**config.mk**
```make
export PLATFORM = sky130hd
export DESIGN_NAME = prbs_tx_generator
export DESIGN_NICKNAME = d
export VERILOG_FILES = /design/src/rtl/prbs_pack.sv /design/src/rtl/prbs_parallel_step.sv /design/src/rtl/prbs_tx_generator.sv
export SDC_FILE = /design/constraint.sdc
export NUM_CORES = 1
export LEC_CHECK = 0
export CAP_MARGIN = 15
export CORE_UTILIZATION = 65
export DETAILED_ROUTE_END_ITERATION = 8
export DONT_BUFFER_PORTS = 1
export PLACE_DENSITY = 0.81
export SYNTH_ARGS = -nofsm -noshare
export SYNTH_HDL_FRONTEND = slang
export SYNTH_SLANG_ARGS = --single-unit
```
**constraint.sdc**
```tcl
create_clock -name clk -period 15 [get_ports clk]
set_clock_uncertainty 0.05 [all_clocks]
set_input_delay 3 -clock clk [delete_from_list [all_inputs] [get_ports clk]]
set_output_delay 3 -clock clk [all_outputs]
set_load 0.1 [all_outputs]
```
**src/rtl/prbs_pack.sv**
```systemverilog
// Shared PRBS definitions used by the TX generator and the checker.
package prbs_pack;
    localparam int Nprbs = 32;
    localparam int Nti   = 16;

    typedef enum logic [1:0] {IDLE, RUN, DONE} prbs_tx_state_t;

    localparam logic [31:0] PRBS7  = 32'h0000_0060;
    localparam logic [31:0] PRBS15 = 32'h0000_6000;
    localparam logic [31:0] PRBS31 = 32'h4800_0000;
endpackage

```
**src/rtl/prbs_parallel_step.sv**
```systemverilog
// Combinational unroll of n_channels Fibonacci LFSR steps; word bit 0 is the first step.
module prbs_parallel_step #(
    parameter int n_prbs     = 32,
    parameter int n_channels = 16
) (
    input  logic [n_prbs-1:0]     state_i,
    input  logic [n_prbs-1:0]     eqn_i,
    output logic [n_prbs-1:0]     state_o,
    output logic [n_channels-1:0] word_o
);
    logic [n_prbs-1:0] s;
    logic              b;

    always_comb begin
        s      = state_i;
        b      = 1'b0;
        word_o = '0;
        for (int i = 0; i < n_channels; i++) begin
            b         = ^(s & eqn_i);
            word_o[i] = b;
            s         = {s[n_prbs-2:0], b};
        end
        state_o = s;
    end
endmodule

```
**src/rtl/prbs_tx_generator.sv**
```systemverilog
// Parallel PRBS transmitter: one n_channels-bit word per enabled RUN cycle,
// with burst/continuous modes, per-lane inversion and single-bit error injection.
module prbs_tx_generator
    import prbs_pack::*;
#(
    parameter int n_prbs     = Nprbs,
    parameter int n_channels = Nti,
    parameter int n_cnt      = 32
) (
    input  logic                          clk,
    input  logic                          rst,
    input  logic                          cke,
    input  logic [n_prbs-1:0]             eqn,
    input  logic [n_prbs-1:0]             init_val,
    input  logic [n_channels-1:0]         inv_chicken,
    input  logic                          start,
    input  logic                          stop,
    input  logic [n_cnt-1:0]              burst_len,
    input  logic                          err_inj_req,
    input  logic [$clog2(n_channels)-1:0] err_inj_lane,
    output logic [n_channels-1:0]         tx_bits,
    output logic                          tx_valid,
    output logic                          busy,
    output logic                          done,
    output logic [15:0]                   err_inj_count
);
    localparam int LW = $clog2(n_channels);

    prbs_tx_state_t        state_q, state_d;
    logic [n_prbs-1:0]     lfsr_q, lfsr_d;
    logic [n_cnt-1:0]      word_cnt_q, word_cnt_d;
    logic [n_channels-1:0] tx_bits_q, tx_bits_d;
    logic                  tx_valid_q, tx_valid_d;
    logic                  done_q, done_d;
    logic [15:0]           cnt_q, cnt_d;
    logic                  pend_q, pend_d;
    logic [LW-1:0]         lane_q, lane_d;

    logic [n_prbs-1:0]     step_state;
    logic [n_channels-1:0] step_word;
    logic                  inj_pend;
    logic [LW-1:0]         inj_lane;
    logic                  inj_ok;
    logic [n_channels-1:0] inj_mask;

    prbs_parallel_step #(
        .n_prbs     (n_prbs),
        .n_channels (n_channels)
    ) u_step (
        .state_i (lfsr_q),
        .eqn_i   (eqn),
        .state_o (step_state),
        .word_o  (step_word)
    );

    // A request arriving on the same edge as a word still lands on that word.
    assign inj_pend = pend_q | err_inj_req;
    assign inj_lane = err_inj_req ? err_inj_lane : lane_q;
    assign inj_ok   = 32'(inj_lane) < n_channels;

    always_comb begin
        inj_mask = '0;
        if (inj_pend && inj_ok)
            inj_mask[inj_lane] = 1'b1;
    end

    always_comb begin
        state_d    = state_q;
        lfsr_d     = lfsr_q;
        word_cnt_d = word_cnt_q;
        tx_bits_d  = tx_bits_q;
        tx_valid_d = 1'b0;
        done_d     = 1'b0;
        cnt_d      = cnt_q;
        pend_d     = inj_pend;
        lane_d     = inj_lane;
        if (cke) begin
            case (state_q)
                IDLE: begin
                    tx_bits_d = '0;
                    if (start && !stop) begin
                        state_d    = RUN;
                        lfsr_d     = (init_val == '0) ? '1 : init_val;
                        word_cnt_d = '0;
                    end
                end
                RUN: begin
                    if (stop) begin
                        state_d   = IDLE;
                        tx_bits_d = '0;
                    end else begin
                        lfsr_d     = step_state;
                        tx_bits_d  = step_word ^ inv_chicken ^ inj_mask;
                        tx_valid_d = 1'b1;
                        word_cnt_d = word_cnt_q + 1'b1;
                        if (inj_pend) begin
                            pend_d = 1'b0;
                            if (inj_ok && cnt_q != 16'hFFFF)
                                cnt_d = cnt_q + 16'd1;
                        end
                        if (burst_len != '0 && word_cnt_q == burst_len - 1'b1)
                            state_d = DONE;
                    end
                end
                DONE: begin
                    state_d   = IDLE;
                    tx_bits_d = '0;
                    done_d    = 1'b1;
                end
                default: state_d = IDLE;
            endcase
        end
    end

    always_ff @(posedge clk or posedge rst) begin
        if (rst) begin
            state_q    <= IDLE;
            lfsr_q     <= '1;
            word_cnt_q <= '0;
            tx_bits_q  <= '0;
            tx_valid_q <= 1'b0;
            done_q     <= 1'b0;
            cnt_q      <= '0;
            pend_q     <= 1'b0;
            lane_q     <= '0;
        end else begin
            state_q    <= state_d;
            lfsr_q     <= lfsr_d;
            word_cnt_q <= word_cnt_d;
            tx_bits_q  <= tx_bits_d;
            tx_valid_q <= tx_valid_d;
            done_q     <= done_d;
            cnt_q      <= cnt_d;
            pend_q     <= pend_d;
            lane_q     <= lane_d;
        end
    end

    assign tx_bits       = tx_bits_q;
    assign tx_valid      = tx_valid_q;
    assign busy          = (state_q == RUN);
    assign done          = done_q;
    assign err_inj_count = cnt_q;
endmodule

```
# Word level (Yosys, flattened, before mapping)

Cells that the tools add are included.

Add/sub/neg operators: 3
Magnitude comparators: 2
Equal/unequal tests: 7
Multiplexer cells: 25
Bitwise gates (word level): 20
Reduce and logical (&&, ||, !) cells: 30

Operators by type and width:

| kind                                                              | count |
|---|---|
| bitwise AND 32 bit                                                | 16 |
| XOR reduction 32 bit                                              | 16 |
| two-way mux 32 bit                                                | 5 |
| case mux 32 bit (2 select lines)                                  | 2 |
| adder 32 x 1 -> 32 bit, second input constant                     | 1 |
| equality test 32 bit                                              | 1 |
| zero test 32 bit                                                  | 1 |
| two-way mux 16 bit                                                | 2 |
| case mux 16 bit (2 select lines)                                  | 1 |
| nonzero test 32 bit                                               | 1 |
| subtractor 32 x 1 -> 32 bit, second input constant                | 1 |
| bitwise XOR 16 bit                                                | 2 |
| adder 16 x 1 -> 16 bit, second input constant                     | 1 |
| != test 16 bit, second input constant                             | 1 |
| two-way mux 1 bit                                                 | 9 |
| two-way mux 2 bit                                                 | 3 |
| < comparator 4 x 5 -> 1 bit, second input constant                | 1 |
| AND reduction 5 bit                                               | 1 |
| demux 1 bit (select 4 bit)                                        | 1 |
| greater-or-equal comparator 4 x 1 -> 1 bit, second input constant | 1 |
| two-way mux 4 bit                                                 | 1 |
| != test 2 bit, second input constant                              | 2 |
| case mux 2 bit (2 select lines)                                   | 1 |
| AND reduction 4 bit                                               | 1 |
| other kinds (12)                                                  | 15 |

Bits in registers: 105
Input bits: 122
Output and inout port bits: 35
Word-level logic and storage cells: 96

# Longest topological paths before layout

Depth after elaboration: 36
Gate-level depth with buffers: 33
Gate-level depth less buffers: 28

# Hierarchy

From an unflattened synthesis, not the netlist that was laid out.

Cells, all modules: 2029
Area, all modules: 14537.7 µm²

By module, submodules not included:

| module             | times used | cells each | area an instance (µm²) | sequential area each (µm²) |
|---|---|---|---|---|
| prbs_parallel_step | 1          | 1306       | 8252.9                 | 0.0 |
| prbs_tx_generator  | 1          | 723        | 6284.8                 | 2667.6 |

# Worst setup path after synthesis

Ideal clock, no wire load.

Path type: input-to-reg
From: input eqn[20]
To: register tx_bits_q[15], in the netlist tx_bits[15]
Library setup time: 0.076 ns
Arrival time: 10.079 ns
Data required time: 14.874 ns
Slack: 4.794 ns
Stages on the path: 32
Path buffers: 4
Cells stage by stage: clkbuf_2 > nand2_1 > xnor3_1 > xnor3_1 > xnor3_1 > xnor3_2 > or2_1 > buf_6 > nand2_2 > a31o_4 > or3_1 > buf_6 > nand2_8 > o21ai_2 > or4b_4 > a32o_1 > a211oi_4 > nor2_2 > a211oi_2 > nor3_1 > o31a_2 > buf_6 > o21a_1 > or4_4 > a211oi_2 > or2_4 > nand2_2 > xnor3_2 > xnor3_1 > nand2_1 > xnor3_1 > o21ai_1

Word-level cells in the longest chain between the ends: 36

Ends and longest elaborated chain:

| what                               | line                     | RTL |
|---|---|---|
| from (decl)                        | prbs_tx_generator.sv:13  | `input logic [n_prbs-1:0] eqn,` |
| bitwise AND 32 bit                 | prbs_parallel_step.sv:19 | `b = ^(s & eqn_i);` |
| XOR reduction 32 bit               | prbs_parallel_step.sv:19 |  |
| bitwise AND 32 bit                 | prbs_parallel_step.sv:19 |  |
| XOR reduction 32 bit               | prbs_parallel_step.sv:19 |  |
| bitwise AND 32 bit                 | prbs_parallel_step.sv:19 |  |
| XOR reduction 32 bit               | prbs_parallel_step.sv:19 |  |
| bitwise AND 32 bit                 | prbs_parallel_step.sv:19 |  |
| XOR reduction 32 bit               | prbs_parallel_step.sv:19 |  |
| [19 not listed]                    | -                        |  |
| XOR reduction 32 bit               | prbs_parallel_step.sv:19 |  |
| bitwise AND 32 bit                 | prbs_parallel_step.sv:19 |  |
| XOR reduction 32 bit               | prbs_parallel_step.sv:19 |  |
| bitwise AND 32 bit *               | prbs_parallel_step.sv:19 |  |
| XOR reduction 32 bit *             | prbs_parallel_step.sv:19 |  |
| bitwise XOR 16 bit * (2 in a row)  | prbs_tx_generator.sv:93  | `tx_bits_d = step_word ^ inv_chicken ^ inj_mask;` |
| two-way mux 16 bit *               | prbs_tx_generator.sv:88  | `if (stop) begin` |
| case mux 16 bit (2 select lines) * | prbs_tx_generator.sv:78  | `case (state_q)` |
| to (signal assigned)               | prbs_tx_generator.sv:130 | `tx_bits_q <= tx_bits_d;` |
| to (decl)                          | prbs_tx_generator.sv:32  | `logic [n_channels-1:0] tx_bits_q, tx_bits_d;` |

Mark *: on every way between the ends. The rest lies on a longest branch, timed or not.
A chain may end at the register's enable or synchronous reset.

# Worst setup path in the final report

From: input eqn[15]
To: register tx_bits_q[15], in the netlist tx_bits[15]

Same word-level chain as after synthesis.

==> results.json <==
{
  "synth-seq-area-share_pct": 17.69,
  "antenna_left": 0,
  "drtIter0Drc": 1772,
  "dp_hpwl_um": 32440,
  "dieHeight_um": 154.3,
  "initial_core_util_pct": 66.39,
  "syn-cell-area_mm2": 0.01508,
  "synth-edff-count": 0,
  "period_share_pct": 77.70,
  "start_kind": "primary input",
  "grt_overflow": 0,
  "worst_pin_slew_ns": 1.066,
  "final_net_count": 2096,
  "finalSetupViolations": 0,
  "grt_pass1_wl_um": 75500,
  "max_stage_delay_ns": 0.80,
  "cts_setup_buffers": 0,
  "wire_per_inst_um": 21.31,
  "setup_tns_ns": 0,
  "yosysMostFrequentCell": "nand2_1",
  "path_max_fanout": 27,
  "vias": 14940,
  "critPathKind": "primary input to register",
  "cts_root_buffer": "clkbuf_16",
  "relSlewSlack_pct": 28.90,
  "maxCapViolCount": 0,
  "final_area_mm2": 0.01507,
  "rows": 55,
  "diodes": 0,
  "hold_violations": 0,
  "end_kind": "register",
  "htreeDepth": 3,
  "utilization_pct": 66.36,
  "finalWirelength_um": 48190,
  "outcome": "finished, final reports clean",
  "cts_sinks": 105,
  "drive_above_1_share_pct": 5.668,
  "synth_cell_type_count": 99,
  "fillers": 2000,
  "io_pins": 157,
  "holdPathStages": 2,
  "maxSlewViolCount": 0,
  "netlist_instances": 2130,
  "cts_resized": 0,
  "critical_path_arrival_ns": 11.90,
  "cts_buffers": 9,
  "ys.flop_type": "dfrtp_1",
  "core_region_area_mm2": 0.02271,
  "worst_path_max_delay_cell": "xnor2_1",
  "yosys.area.top_type": "xnor2_1",
  "synth_fp_nets": 2255,
  "syn_avg_cell_area_um2": 7.078,
  "period_needed_ns": 11.66,
  "fmax_mhz": 85.79,
  "die-area_mm2": 0.02381,
  "drt_pass1_iterations": 9,
  "ff2ff_path_depth": 28,
  "clock_latency_ns": 0.37,
  "path_buf_inv": 0,
  "async_flop_share_pct": 100.0,
  "grt_max_degree": 77,
  "grt_pass1_vias": 13920,
  "multi_input_area_mm2": 0.01162,
  "grt_util_all_layers_pct": 40.23,
  "hold_path.class": "register to register",
  "die_w_um": 154.3,
  "cp.depth": 28,
  "numPortBuffers": 0,
  "yosys_register_bits": 105,
  "area_growth_pct": -0.04948,
  "cp_top_family": "XOR/XNOR gates",
  "clock_path_buffers": 2,
  "cts_hold_buf": 0,
  "seq_area_mm2": 0.002668,
  "gp_congestion": 0.9164,
  "synth_commonest_cells": "581 x nand2_1, 410 x xnor2_1, 144 x clkbuf_1",
  "synth.area.top_cells": "xnor2_1 24%, nand2_1 14%, dfrtp_1 12%, xor2_1 7.8%, dfstp_2 5.6%",
  "worstPathRequired_ns": 15.25,
  "cp_common_cell": "xnor3_1",
  "rsz0062_at_grt": "no",
  "cts_tree": "yes",
  "ys_warn_count": 0,
  "dpl_cell_area_mm2": 0.01476,
  "synth_top_area_share_pct": 23.82,
  "clk_pin_slew_ns": 0.08,
  "vias_per_cell": 6.606,
  "antenna_found_initial": 0,
  "drc": 0
}
## state kept, by name, indices dropped and copies added (netlist names)
name           count
lfsr_q            32
err_inj_count     16
tx_valid           1
tx_bits           16
pend_q             1
word_cnt_q        32
state_q            2
done               1
lane_q             4
## worst min-delay path: cells and delay by family (launching register included)
family | cells | cell delay, ns
DFF | 1 | 0.38
AOI/OAI and AO/OA | 1 | 0.06
and+or+nand+nor | 1 | 0.04
## metrics by stage
stage	hold slack (ns)	cells	setup WS, ns
after floorplan	0.4078	2130	4.794
after global placement	0.4197	2245	3.473
after detailed placement	0.4321	2245	3.173
final	0.4379	2261	3.344
after global routing	0.4740	2261	2.702
after CTS	0.4437	2261	3.524
## cells in the final DEF, fill, tap and decap left out, types with 8 or more instances in the layout
| cell | count |
|---|---|
| a211oi_1 | 8 |
| nand4_1 | 18 |
| nand3_1 | 47 |
| nor2_1 | 137 |
| xor2_1 | 133 |
| nor4_1 | 18 |
| o21ai_1 | 10 |
| a32oi_1 | 16 |
| clkbuf_16 | 9 |
| o21ai_0 | 102 |
| nor3_1 | 19 |
| nand2b_1 | 11 |
| xnor2_1 | 410 |
| or3_1 | 16 |
| a31oi_1 | 14 |
| o211ai_1 | 21 |
| o22ai_1 | 19 |
| xnor3_1 | 17 |
| inv_1 | 15 |
| dfrtp_1 | 73 |
| and3_1 | 11 |
| a22o_1 | 13 |
| a21oi_1 | 74 |
| dfstp_2 | 32 |
| nand2_1 | 581 |
## cells by family (layout without fill, tap and decap cells)
family | count (synthesis) | count (layout) | synth area share (%)
muxes | 10 | 10 | 0.7220
xor gates and xnor gates | 567 | 567 | 35.11
adders and majority gates | 3 | 3 | 0.2490
DFF | 105 | 105 | 17.69
AOI/OAI and AO/OA | 345 | 345 | 15.18
buffers and inverters | 194 | 40 | 5.303
and+or+nand+nor | 906 | 906 | 25.74
## cell type report
cell class,instances,share of cell area (%)
Inverter,19,0.4899
Timing Repair Buffer,5,0.2491
Clock inverter,7,0.5729
Tap cell,285,2.366
Multi-Input combinational cell,1831,77.13
Clock buffer,9,1.495
Sequential cell,105,17.70
## per-layer routing
| layer | global-route usage [%] | routed length (um) | share of wire, % | vias to the layer above |
|---|---|---|---|---|
| li1 | - | - | - | 6680 |
| met1 | 52.48 | 18290 | 38 | 7063 |
| met2 | 61.45 | 20690 | 43 | 1000 |
| met3 | 10.73 | 6902 | 14 | 193 |
| met4 | 20.23 | 2302 | 4.8 | 0 |
| met5 | 0 | 0 | 0 | - |
## worst paths after layout
path                             from          endpoint  slack, ns
setup / recovery              eqn[15]       tx_bits[15]       3.34
hold / removal             lfsr_q[31]        lfsr_q[31]       0.44
setup reg to reg           lfsr_q[12]       tx_bits[15]       5.08
hold reg to reg            lfsr_q[31]        lfsr_q[31]       0.44
max in group asynchronous         rst     word_cnt_q[2]      11.16
min in group asynchronous         rst  err_inj_count[0]       2.42
Power is left out: the tool's default activity adds up to more than one toggle a clock period on the data nets, which glitch-free logic cannot reach.
